===== config.mk =====
export PLATFORM = sky130hd
export DESIGN_NAME = shift_sequencer
export DESIGN_NICKNAME = d
export VERILOG_FILES = /design/src/rtl/shift_sequencer.sv
export SDC_FILE = /design/constraint.sdc
export NUM_CORES = 1
export LEC_CHECK = 0
export BUFFER_PORTS_ARGS = -buffer_cell sky130_fd_sc_hd__buf_2
export CORE_AREA = 4 4 89 91
export CTS_CLUSTER_DIAMETER = 150
export DETAILED_ROUTE_END_ITERATION = 12
export DIE_AREA = 0 0 93 95
export GPL_TIMING_DRIVEN = 0
export SYNTH_ARGS = -nofsm -noshare
export SYNTH_HDL_FRONTEND = slang
export SYNTH_SLANG_ARGS = --single-unit

===== constraint.sdc =====
create_clock -name clk -period 2.1 [get_ports clk]
set_input_delay 0.315 -clock clk [delete_from_list [all_inputs] [get_ports clk]]
set_output_delay 0.315 -clock clk [all_outputs]
set_load 0.05 [all_outputs]

===== src/rtl/shift_sequencer.sv =====
// Multi-cycle 16-bit shift/rotate unit: walks the 8/4/2/1 stage distances one per clock,
// reusing a single stage slice instead of a full barrel shifter.
module shift_sequencer #(
  parameter int WIDTH = 16,
  parameter int CNT_W = 4
) (
  input  logic             clk,
  input  logic             rst,
  input  logic             Start,
  input  logic [WIDTH-1:0] In,
  input  logic [CNT_W-1:0] Cnt,
  input  logic [1:0]       Op,
  input  logic             Ack,
  output logic             Ready,
  output logic             Valid,
  output logic [WIDTH-1:0] Out
);

  localparam int IDX_W = (CNT_W > 1) ? $clog2(CNT_W) : 1;

  typedef enum logic [1:0] {
    IDLE  = 2'd0,
    SHIFT = 2'd1,
    DONE  = 2'd2
  } state_t;

  typedef enum logic [1:0] {
    OP_ROL = 2'b00,
    OP_SLL = 2'b01,
    OP_ROR = 2'b10,
    OP_SRL = 2'b11
  } op_t;

  state_t           state, state_next;
  op_t              op_q;
  logic [CNT_W-1:0] cnt_q;
  logic [IDX_W-1:0] idx;
  logic [WIDTH-1:0] acc;
  logic [WIDTH-1:0] stage_out [CNT_W];
  logic [WIDTH-1:0] acc_step;

  // Every stage distance is a constant after unrolling; idx only picks which slice result to use.
  always_comb begin
    for (int s = 0; s < CNT_W; s++) begin
      case (op_q)
        OP_ROL:  stage_out[s] = (acc << (1 << s)) | (acc >> (WIDTH - (1 << s)));
        OP_SLL:  stage_out[s] = acc << (1 << s);
        OP_ROR:  stage_out[s] = (acc >> (1 << s)) | (acc << (WIDTH - (1 << s)));
        default: stage_out[s] = acc >> (1 << s);
      endcase
    end
  end

  assign acc_step = cnt_q[idx] ? stage_out[idx] : acc;

  always_ff @(posedge clk or posedge rst) begin
    if (rst) begin
      state <= IDLE;
    end else begin
      state <= state_next;
    end
  end

  always_comb begin
    // NOTE: defaults first so every path assigns every output; otherwise a latch is inferred.
    state_next = state;
    Ready      = 1'b0;
    Valid      = 1'b0;
    case (state)
      IDLE: begin
        Ready = 1'b1;
        if (Start) state_next = SHIFT;
      end
      SHIFT: begin
        if (idx == '0) state_next = DONE;
      end
      DONE: begin
        Valid = 1'b1;
        if (Ack) state_next = IDLE;
      end
      default: state_next = IDLE;
    endcase
  end

  always_ff @(posedge clk or posedge rst) begin
    if (rst) begin
      acc   <= '0;
      cnt_q <= '0;
      op_q  <= OP_ROL;
      idx   <= IDX_W'(CNT_W - 1);
      Out   <= '0;
    end else begin
      // NOTE: non-blocking assignments so every register samples pre-edge values, whatever the order.
      case (state)
        IDLE: begin
          if (Start) begin
            acc   <= In;
            cnt_q <= Cnt;
            op_q  <= op_t'(Op);
            idx   <= IDX_W'(CNT_W - 1);
          end
        end
        SHIFT: begin
          acc <= acc_step;
          if (idx == '0) begin
            Out <= acc_step;
          end else begin
            idx <= idx - 1'b1;
          end
        end
        default: ;
      endcase
    end
  end

  a_ready_valid_exclusive: assert property (
    @(posedge clk) disable iff (rst) !(Ready && Valid));

  a_done_holds: assert property (
    @(posedge clk) disable iff (rst)
    (state == DONE && !Ack) |=> (state == DONE && $stable(Out)));

endmodule

==> results of run 1 <==
stage by stage:
stage	setup WS [ns]	instances	hold slack (ns)	util
floorplan	0.281	357	0.401	-
global placement	-0.198	499	0.455	0.483
detailed placement	-0.223	500	0.350	0.486
CTS	0.00927	508	0.0202	0.501
global route	-0.000346	509	0.0326	0.511
finish	0.0574	509	0.00342	0.511
worst max path at each step:
stage / from / to / slack, ns / cells after the start
CTS: idx[0] / acc[13] / 0.009 / 6
global route: idx[0] / Out[12] / -0.0003 / 8
finish: idx[0] / acc[5] / 0.06 / 6
floorplan: state[0] / Ready / 0.28 / 3
detailed placement: idx[0] / Out[1] / -0.22 / 7
global placement: idx[0] / Out[13] / -0.20 / 7
final cells by class:
cell class                 instances  area [µm²]
clock buffer                       6        82.6
clock inverter                     2        12.5
buffer                            34         213
timing repair buffer              45         243
tap                               99         124
inverter                          16        62.6
sequential                        42        1050
multi-input combinational        265        1850
fill                             728        3490
metal layers:
metal / share of wire / global-route usage / up-vias
met5: 0 / 0 / -
met4: 0.031 / 0.0916 / 0
met3: 0.084 / 0.0558 / 29
met2: 0.46 / 0.419 / 173
met1: 0.43 / 0.340 / 1516
li1: - / - / 1434
cell usage in the layout (no fill, tap or decap), types with 9 or more instances in the layout:
cell type  synthesis  routed
dfrtp_1           40      40
inv_1             15      14
nor2b_1           12      12
o22ai_1           14      12
nor3_1            10       9
o31ai_1            9       9
nand2_1           34      34
buf_2             14      53
o21ai_0           24      21
a211oi_1          10      10
nor2_1            28      28
a21oi_1           19      19
worst max-delay path: cells and delay by family (launching register included):
family	cells	cell delay [ns]
and+or+nand+nor	2	0.25
DFF	1	0.53
buffers and inverters	2	0.40
AOI/OAI and AO/OA	2	0.77
registers in the layout (all words and copies together) (netlist names):
register	count
idx	2
state	2
Out	16
acc	16
cnt_q	4
op_q	2
logic make-up (layout without fill, tap and decap cells):
group	after synthesis	after routing
muxes	19	19
AOI/OAI and AO/OA	137	137
buffers and inverters	50	103
DFF	42	42
adders and majority gates	1	1
and+or+nand+nor	108	108
repair_timing:
item,in CTS,in global routing
buffers inserted,0,1
gates cloned,0,0
gates resized for setup,6,24
endpoints found under the setup margin,20,24
==> results.md, run 1 <==
- After routing the design area is ~0.0036 mm².
- The data arrival time at the worst-slack endpoint is 2.26 ns.
- The number of sinks handled by clock tree synthesis is 42.
- The multiplexer area fraction after synthesis is 0.0918.
- Synthesis inferred between 40 and 50 register bits.
- The final route contains between 3000 and 4000 vias.
- In this run the critical register-to-register path is captured at acc[5].
- The most used flip-flop cell after synthesis is dfrtp_1.
- Synthesis produced a netlist whose cell count is roughly 360.
- The violation count after the first detailed-route iteration is 305.
- The die covers between 0.008 and 0.009 mm².
- Summed over all nets, the half-perimeter wirelength after detailed placement is 8010 µm.
- The adder-cell area share of the yosys netlist is 0.00403.
- In this run the horizontal extent of the chip is 93 µm.
- The detail-routed net length per standard cell is 21.8 µm.
- The clock latency on the worst-skew pair is 0.31 ns.
- The core region is 0.00714 mm².
- For this run, the slowest stage of the critical path takes about 0.53 ns.
- When the netlist entered floorplanning its net count stood at around 380.
- The placed instances occupy a cell area of approximately 0.0035 mm².
- STA classifies the critical path startpoint as a flip-flop.
- After detailed routing, the number of remaining DRC violations is 0.
- Pin placement for this block handled 44 I/O pins.
- The number of distinct library cells after synthesis is 63.
- The congestion estimate from routability-driven global placement came to approximately 0.94.
- The final worst-path cycle share is 0.973.
- Of the post-synthesis cell area, the dominant cell type holds 0.322.
- The via count of the first global-routing pass was between 3000 and 4000.
- The cell with the most instances after synthesis is dfrtp_1.
- In the synthesized netlist, the cells that appear most often are dfrtp_1 (40), nand2_1 (34), nor2_1 (28), o21ai_0 (24), a21oi_1 (19).
- The tightest min-delay check is of the input pin to asynchronous set/reset pin type.
- Entering global routing, the biggest net connects 25 pins.
- In the routed layout, each cell is associated on average with a via count of 6.19.
- The number of pins with negative max-slew slack in the final report is 0.
- The tree is rooted in a clkbuf_8.
- The data required time at the worst endpoint is 2.32 ns.
- After synthesis, the cell types taking the most area are dfrtp_1 (32%), nand2_1 (4.1%), o21ai_0 (3.9%).
- The remaining max-slew budget at the tightest pin is 0.495.
- For the pin with the worst max-slew slack, the measured transition is roughly 0.76 ns.
- Buffers inserted during clock tree synthesis total 5.
- The xor and xnor area share after synthesis is 0.
- The initial antenna violation count is 0.
- The total number of placement rows is 31.
- The biggest area contributor in the post-synthesis netlist is dfrtp_1.
- The count of flip-flops with a built-in enable after synthesis is 0.
- The quantity of I/O buffers inserted on ports is 43.
- A synthesized cell averages ~8.7 µm².
- For this run, the post-layout net count is 436.
- The async set-or-reset flop fraction in the synthesized netlist is 1.00.
- The highest net fanout along the worst path is 10.
- Counting cells, the worst reg-to-reg path comes to 6.
- The combinational family with the most area after synthesis is compound AO/OA/AOI/OAI gates.
- Of the cells placed in the final design, the portion with a size suffix greater than 1 is 0.278.
- The flow ran to the end, and the final reports show no timing, DRC or antenna violations.
- The signal on the critical path passes through buf_6, buf_4, nor3b_1, a2111oi_0, nor3_1, a211oi_1.
- The starting density of the core is 0.435.
- The category of the worst setup path capture point is a flip-flop.
- The worst-case register-to-register setup slack is 0.06 ns.
- The overall overflow remaining after global route is 0.
- The setup path with the least slack is of type flip-flop to flip-flop.
- TritonCTS built the clock tree.
- The final-report hold violation count was 0.
- The largest clock skew in the final design is 0.0107 ns.
- The first global-routing pass estimated 17300 µm of wire.
- The routed wire length is 11100 µm.
- The floorplan step set the die height to 95 µm.
- The first-pass iteration count of the detailed router is 7.
- The share of the yosys chip area belonging to registers is 0.339.
- The number of buffers on the longest clock path is 2.
- The H-tree generated during clock tree synthesis spans 2 levels.
- The Yosys step of the flow raised 0 warnings.
- Counting I/O delays and the setup requirement, the final critical path takes 2.04 ns.
- The slowest stage of the critical path belongs to the cell dfstp_2.
- The number of max-cap violations is 0.
- After synthesis the cells add up to a little over 0.003 mm².
- The number of inserted diodes is 0.
- The area fraction in compound gates after synthesis is 0.321.
- For this run, the top clock speed supported by timing is slightly below 0.5 GHz.
- In the final timing run, aggregate negative setup slack is 0 ns.
- The worst register-to-register path begins at idx[0].
- The area growth from synthesis to layout is 17.3%.
- The cts-stage hold buffer count is 0.
- Across every metal layer, demand over resource in global routing totals 0.258.
- Setup violations remaining at the end of the flow were counted as 0.
- The basic-gate share of the synthesized area counting and, or, nand and nor cells is 0.164.
- Clock-pin slew was measured on the worst setup and hold paths at around 0.09 ns.
- The antenna violation net count after detailed routing is 0.
Power of run 1 is not shown: default switching activity piles up to over one toggle a cycle in this logic, so the estimate is an artifact.
==> inputs of run 2 (changes only) <==
PLACE_DENSITY = 0.73   (was not set)
==> results.md, run 2 (synthesis results as in run 1) <==
- Setup repair after global routing could not meet its margin everywhere.
- The routed wire length is 10800 µm (-2.5%).
- The number of inserted diodes is 0 (unchanged).
- The buffers plus inverters on the worst setup path is 2 (unchanged).
- The average via count per standard cell is 6.34 (+2.3%).
- The chip height was 95 µm (unchanged).
- The antenna violation net count after detailed routing is 0 (unchanged).
- The die area is 0.00884 mm² (unchanged).
- The starting density of the core is 0.435 (unchanged).
- The largest stage delay on the critical path is 0.54 ns (about the same).
- The highest net fanout along the worst path is 10 (unchanged).
- The global-route wire length before repair is 17400 µm (about the same).
- The startpoint type of the worst setup path is a flip-flop.
- The total number of placement rows is 31 (unchanged).
- The TritonCTS clock tree is built.
- The final worst-path cycle share is 0.970 (-0.00254).
- The weighted congestion at the end of routability-driven global placement is 1.02 (+9.1%).
- The number of buffers on the longest clock path was 2 (unchanged).
- The initial antenna violation count was 0 (unchanged).
- The quantity of I/O buffers inserted on ports was 43 (unchanged).
- The first-pass iteration count of the detailed router is 5 (-2).
- The final-layout fill cell count is 717 (-1.5%).
- The number of pins with negative max-slew slack in the final report is 0 (unchanged).
- The number of DRC violations after detailed routing was 0 (unchanged).
- The flow ran to the end, and the final reports show no timing, DRC or antenna violations.
- The worst setup path category is flip-flop to flip-flop.
- The final worst setup slack is 0.0627 ns (+0.00533 ns).
- The cell type of the slowest stage on the worst timing path is dfstp_2.
- The number of vias in the routed layout is 3212 (+1.9%).
- The number of primary I/O pins is 44 (unchanged).
- The number of sinks handled by clock tree synthesis came to 42 (unchanged).
- The width of the chip is 93 µm (unchanged).
- The overall overflow remaining after global route was 0 (unchanged).
- The cell area reported after detailed placement is 0.00345 mm² (-0.58%).
- The data arrival time at the worst-slack endpoint is 2.21 ns (-0.05 ns).
- The fraction of the core area covered by cells at the end of the flow was 0.502 (-0.00877).
- The HPWL after detailed placement was 7840 µm (-2.2%).
- The worst slack after detailed placement is -0.127 ns (+0.0952 ns).
- The largest clock skew in the final design is 0.0111 ns (+0.000477 ns).
- The data required time at the worst endpoint is 2.27 ns (-0.05 ns).
- The fmax is 0.491 GHz (+0.26%).
- The number of buffers inserted to repair setup after CTS was 0 (unchanged).
- The number of buffers created by CTS came to 5 (unchanged).
- The area growth from synthesis to layout is 15.3%.
- The final-report hold violation count came to 0 (unchanged).
- The clock latency on the worst-skew pair was 0.31 ns (about the same).
- The maximum number of pins on one net before global-route repair was 43 (+72%).
- The tree is rooted in a clkbuf_8.
- The total non-filler cell area in the finished layout is 0.00358 mm² (-1.7%).
- The signal on the critical path passes through buf_6, mux2i_2, mux2i_4, buf_2, o22ai_1, o21ai_0.
- The worst-case hold slack is 0.186 ns (+0.183 ns).
- The category of cells accounting for the largest share of critical-path delay is multiplexers.
- The final setup violation count is 0 (unchanged).
- The global routing usage summed across all routing layers is 0.255 (-0.00287).
- The post-CTS clock slew at the launch and capture registers of the worst setup and hold paths is 0.09 ns (about the same).
- The number of max-cap violations is 0 (unchanged).
- The library cell used most frequently in the layout, excluding fill and tap cells, is buf_2.
- The pin slew with the least headroom to its limit is 0.893 ns (+0.136 ns).
- In the final layout, the registers with the most flip-flops are Out x16, acc x16, cnt_q x4.
- The worst setup path is captured at a flip-flop.
- The area of the core is 0.00714 mm² (unchanged).
- The level count of the clock H-tree is 2 (unchanged).
- The minimum clock period after layout was 2.04 ns (-0.00533 ns).
- The violation count after the first detailed-route iteration is 399 (+31%).
- The via count of the first global-routing pass is 3193 (+1.7%).
- The cts-stage hold buffer count is 0 (unchanged).
- The top cell types in the final layout, fill and taps aside, are buf_2 (55), dfrtp_1 (40), nand2_1 (34).
- The remaining max-slew budget at the tightest pin is 0.404 (-0.0916).
- The detail-routed net length per standard cell is 21.4 µm (-2.1%).
- The share of layout cells above drive strength 1 is 0.275 (-0.00354).
- The worst hold-check path type is input pin to asynchronous set/reset pin.
- The number of nets at the end of the flow is 434 (-0.46%).
==> run 2: layout make-up <==
| class | instances | area (µm²) | area share |
|---|---|---|---|
| Buffer | 34 | 206 | 0.0576 |
| Sequential cell | 42 | 1050 | 0.294 |
| Clock buffer | 5 | 68.8 | 0.0192 |
| Clock inverter | 3 | 18.8 | 0.00524 |
| Timing Repair Buffer | 43 | 215 | 0.0601 |
| Multi-Input combinational cell | 265 | 1840 | 0.512 |
| Inverter | 16 | 60.1 | 0.0168 |
| Tap cell | 99 | 124 | 0.0346 |
==> run 2: through the flow <==
stage / TNS (ns) / cells
2_1_floorplan: 0 / 357
3_3_place_gp: -1.17 / 499
3_5_place_dp: -1.10 / 499
4_1_cts: 0 / 507
5_1_grt: -0.133 / 507
6_report: 0 / 507
==> run 2: routing by layer <==
layer  vias up  share of wire  global-route usage
met5         -              0                   0
met4         0          0.044               0.126
met3        38          0.080              0.0343
met2       187           0.46               0.395
met1      1550           0.42               0.351
li1       1437              -                   -
==> run 2: worst paths after layout <==
path                       startpoint        to  depth (start not counted)  slack, ns
min                               rst    Out[4]                          2       0.19
min reg2reg                    Out[6]    Out[6]                          2       0.48
max                            idx[0]   Out[13]                          6       0.06
max reg2reg                    idx[0]   Out[13]                          6       0.06
max in group asynchronous         rst  cnt_q[0]                          2       1.34
min in group clk                  Ack  state[1]                          2       0.19
==> run 2: timing repair <==
item	CTS	global route
resized for setup	5	16
endpoints found under the setup margin	19	28
cloned	0	0
Power of run 2 is left out for the same reason.
==> inputs of run 3 (changes only) <==
==> constraint.sdc (replaced) <==
create_clock -name clk -period 2.1 [get_ports clk]
set_input_delay 0.21 -clock clk [delete_from_list [all_inputs] [get_ports clk]]
set_output_delay 0.21 -clock clk [all_outputs]
set_load 0.05 [all_outputs]
==> results.md, run 3 (synthesis results as in run 1) <==
- The run finished with clean final reports.
- The violation count after the first detailed-route iteration is 456 (+14%).
- The final setup violation count is 0 (unchanged).
- The final-report hold violation count is 0 (unchanged).
- The synthesis-to-layout area growth is 15.4% (about the same).
- The final-layout fill cell count came to 718 (+0.14%).
- The die area was 0.00884 mm² (unchanged).
- The global routing usage summed across all routing layers is 0.255 (unchanged).
- The weighted congestion at the end of routability-driven global placement was 1.02 (unchanged).
- The routed wire length is 10900 µm (+0.18%).
- The setup path with the least slack is of type flip-flop to flip-flop.
- The width of the chip is 93 µm (unchanged).
- The global-route wire length before repair is 17400 µm (unchanged).
- The minimum clock period after layout is 2.05 ns (+0.0170 ns).
- The data arrival time at the worst-slack endpoint came to 2.23 ns (+0.02 ns).
- Setup repair after global routing could not meet its margin everywhere.
- The number of buffers created by CTS is 5 (unchanged).
- The final worst-path cycle share was 0.978 (+0.00810).
- The detail-routed net length per standard cell is 21.4 µm (+0.18%).
- The number of inserted diodes is 0 (unchanged).
- The largest stage delay on the critical path came to 0.54 ns (about the same).
- CTS placed an instance of clkbuf_8 at the clock tree root.
- The starting density of the core came to 0.435 (unchanged).
- The HPWL after detailed placement came to 7840 µm (unchanged).
- In the layout the commonest cells are buf_2 (55), dfrtp_1 (40), nand2_1 (34).
- The fmax is 0.487 GHz (-0.83%).
- The clock latency on the worst-skew pair is 0.31 ns (about the same).
- The critical path goes through buf_6, mux2i_2, mux2i_4, buf_2, o22ai_1, o21ai_0.
- The worst slack after detailed placement is -0.127 ns (unchanged).
- On the critical path, the stage with the largest delay is an instance of dfstp_2.
- The total number of placement rows is 31 (unchanged).
- The remaining max-slew budget at the tightest pin is 0.409 (+0.00475).
- The number of nets at the end of the flow is 434 (unchanged).
- The initial antenna violation count is 0 (unchanged).
- The number of buffers on the longest clock path is 2 (unchanged).
- The worst-case hold slack is 0.0780 ns (-0.108 ns).
- Leaving out fill and tap cells, the most frequent cell in the layout is buf_2.
- The maximum number of pins on one net before global-route repair is 43 (unchanged).
- The final worst setup slack is 0.0457 ns (-0.0170 ns).
- The data required time at the worst endpoint is 2.28 ns (about the same).
- The overall overflow remaining after global route is 0 (unchanged).
- The via count of the first global-routing pass came to 3193 (unchanged).
- The chip height is 95 µm (unchanged).
- STA classifies the critical path endpoint as a flip-flop.
- The area of the core came to 0.00714 mm² (unchanged).
- The TritonCTS clock tree is built.
- The largest clock skew in the final design was 0.00954 ns (-0.00159 ns).
- The post-CTS clock slew at the launch and capture registers of the worst setup and hold paths is 0.09 ns (about the same).
- The number of vias in the routed layout is 3229 (+0.53%).
- The level count of the clock H-tree is 2 (unchanged).
- The number of DRC violations after detailed routing came to 0 (unchanged).
- The number of max-cap violations came to 0 (unchanged).
- The highest net fanout along the worst path is 10 (unchanged).
- The antenna violation net count after detailed routing is 0 (unchanged).
- The share of layout cells above drive strength 1 is 0.275 (unchanged).
- The quantity of I/O buffers inserted on ports is 43 (unchanged).
- The worst setup path is launched from a flip-flop.
- The cell area reported after detailed placement is 0.00345 mm² (unchanged).
- The pin slew with the least headroom to its limit is 0.886 ns (-0.00712 ns).
- The first-pass iteration count of the detailed router is 6 (+1).
- The largest registers in the layout are Out x16, acc x16, cnt_q x4.
- The total non-filler cell area in the finished layout is 0.00358 mm² (about the same).
- The worst hold-check path type is input pin to asynchronous set/reset pin.
- The number of primary I/O pins is 44 (unchanged).
- The average via count per standard cell is 6.37 (+0.53%).
- The number of sinks handled by clock tree synthesis was 42 (unchanged).
- The number of pins with negative max-slew slack in the final report is 0 (unchanged).
## run 3: cell counts in the layout (fill, tap and decap cells not counted)
No cell type changed its count.
## run 3: final cells by class
type | instances | area (µm²) | share of cell area
timing repair buffer | 43 | 215 | 0.0600
inverter | 16 | 60.1 | 0.0168
tap | 99 | 124 | 0.0346
sequential | 42 | 1050 | 0.294
clock inverter | 3 | 18.8 | 0.00524
buffer | 34 | 203 | 0.0565
clock buffer | 5 | 68.8 | 0.0192
multi-input combinational | 265 | 1840 | 0.514
## run 3: metrics by stage
stage / std cells / utilization / setup TNS (ns)
floorplan: 357 / - / 0
global placement: 499 / 0.483 / -1.17
detailed placement: 499 / 0.483 / -1.10
CTS: 507 / 0.496 / 0
global route: 507 / 0.502 / -0.156
finish: 507 / 0.502 / 0
## run 3: per-layer routing
layer,vias up,part of all wire,routed length (µm),GRT usage
met5,-,0,0,0
met4,0,0.043,463,0.126
met3,42,0.086,934,0.0343
met2,213,0.46,4950,0.395
met1,1536,0.42,4510,0.351
li1,1438,-,-,-
## run 3: timing repair
item,CTS,global route
setup endpoints to repair,17,28
resized for setup,4,15
hold buffers,0,0
setup buffers,0,0
## run 3: path summary, 6_finish.rpt
path                         start       end  slack, ns  cells after the start
min in group clk               Ack  state[1]       0.08                      2
max                         idx[0]   Out[13]       0.05                      6
max reg2reg                 idx[0]   Out[13]       0.05                      6
min                            rst    Out[4]       0.08                      2
min reg2reg                Out[10]   Out[10]       0.48                      2
max in group asynchronous      rst  cnt_q[0]       1.46                      2
## run 3: critical path, delay by kind of cell, from the launching register on
family,cells,cell delay (ns)
DFF,1,0.54
AOI/OAI and AO/OA,2,0.41
buffers and inverters,2,0.42
muxes,2,0.55
Power of run 3 is left out for the same reason.
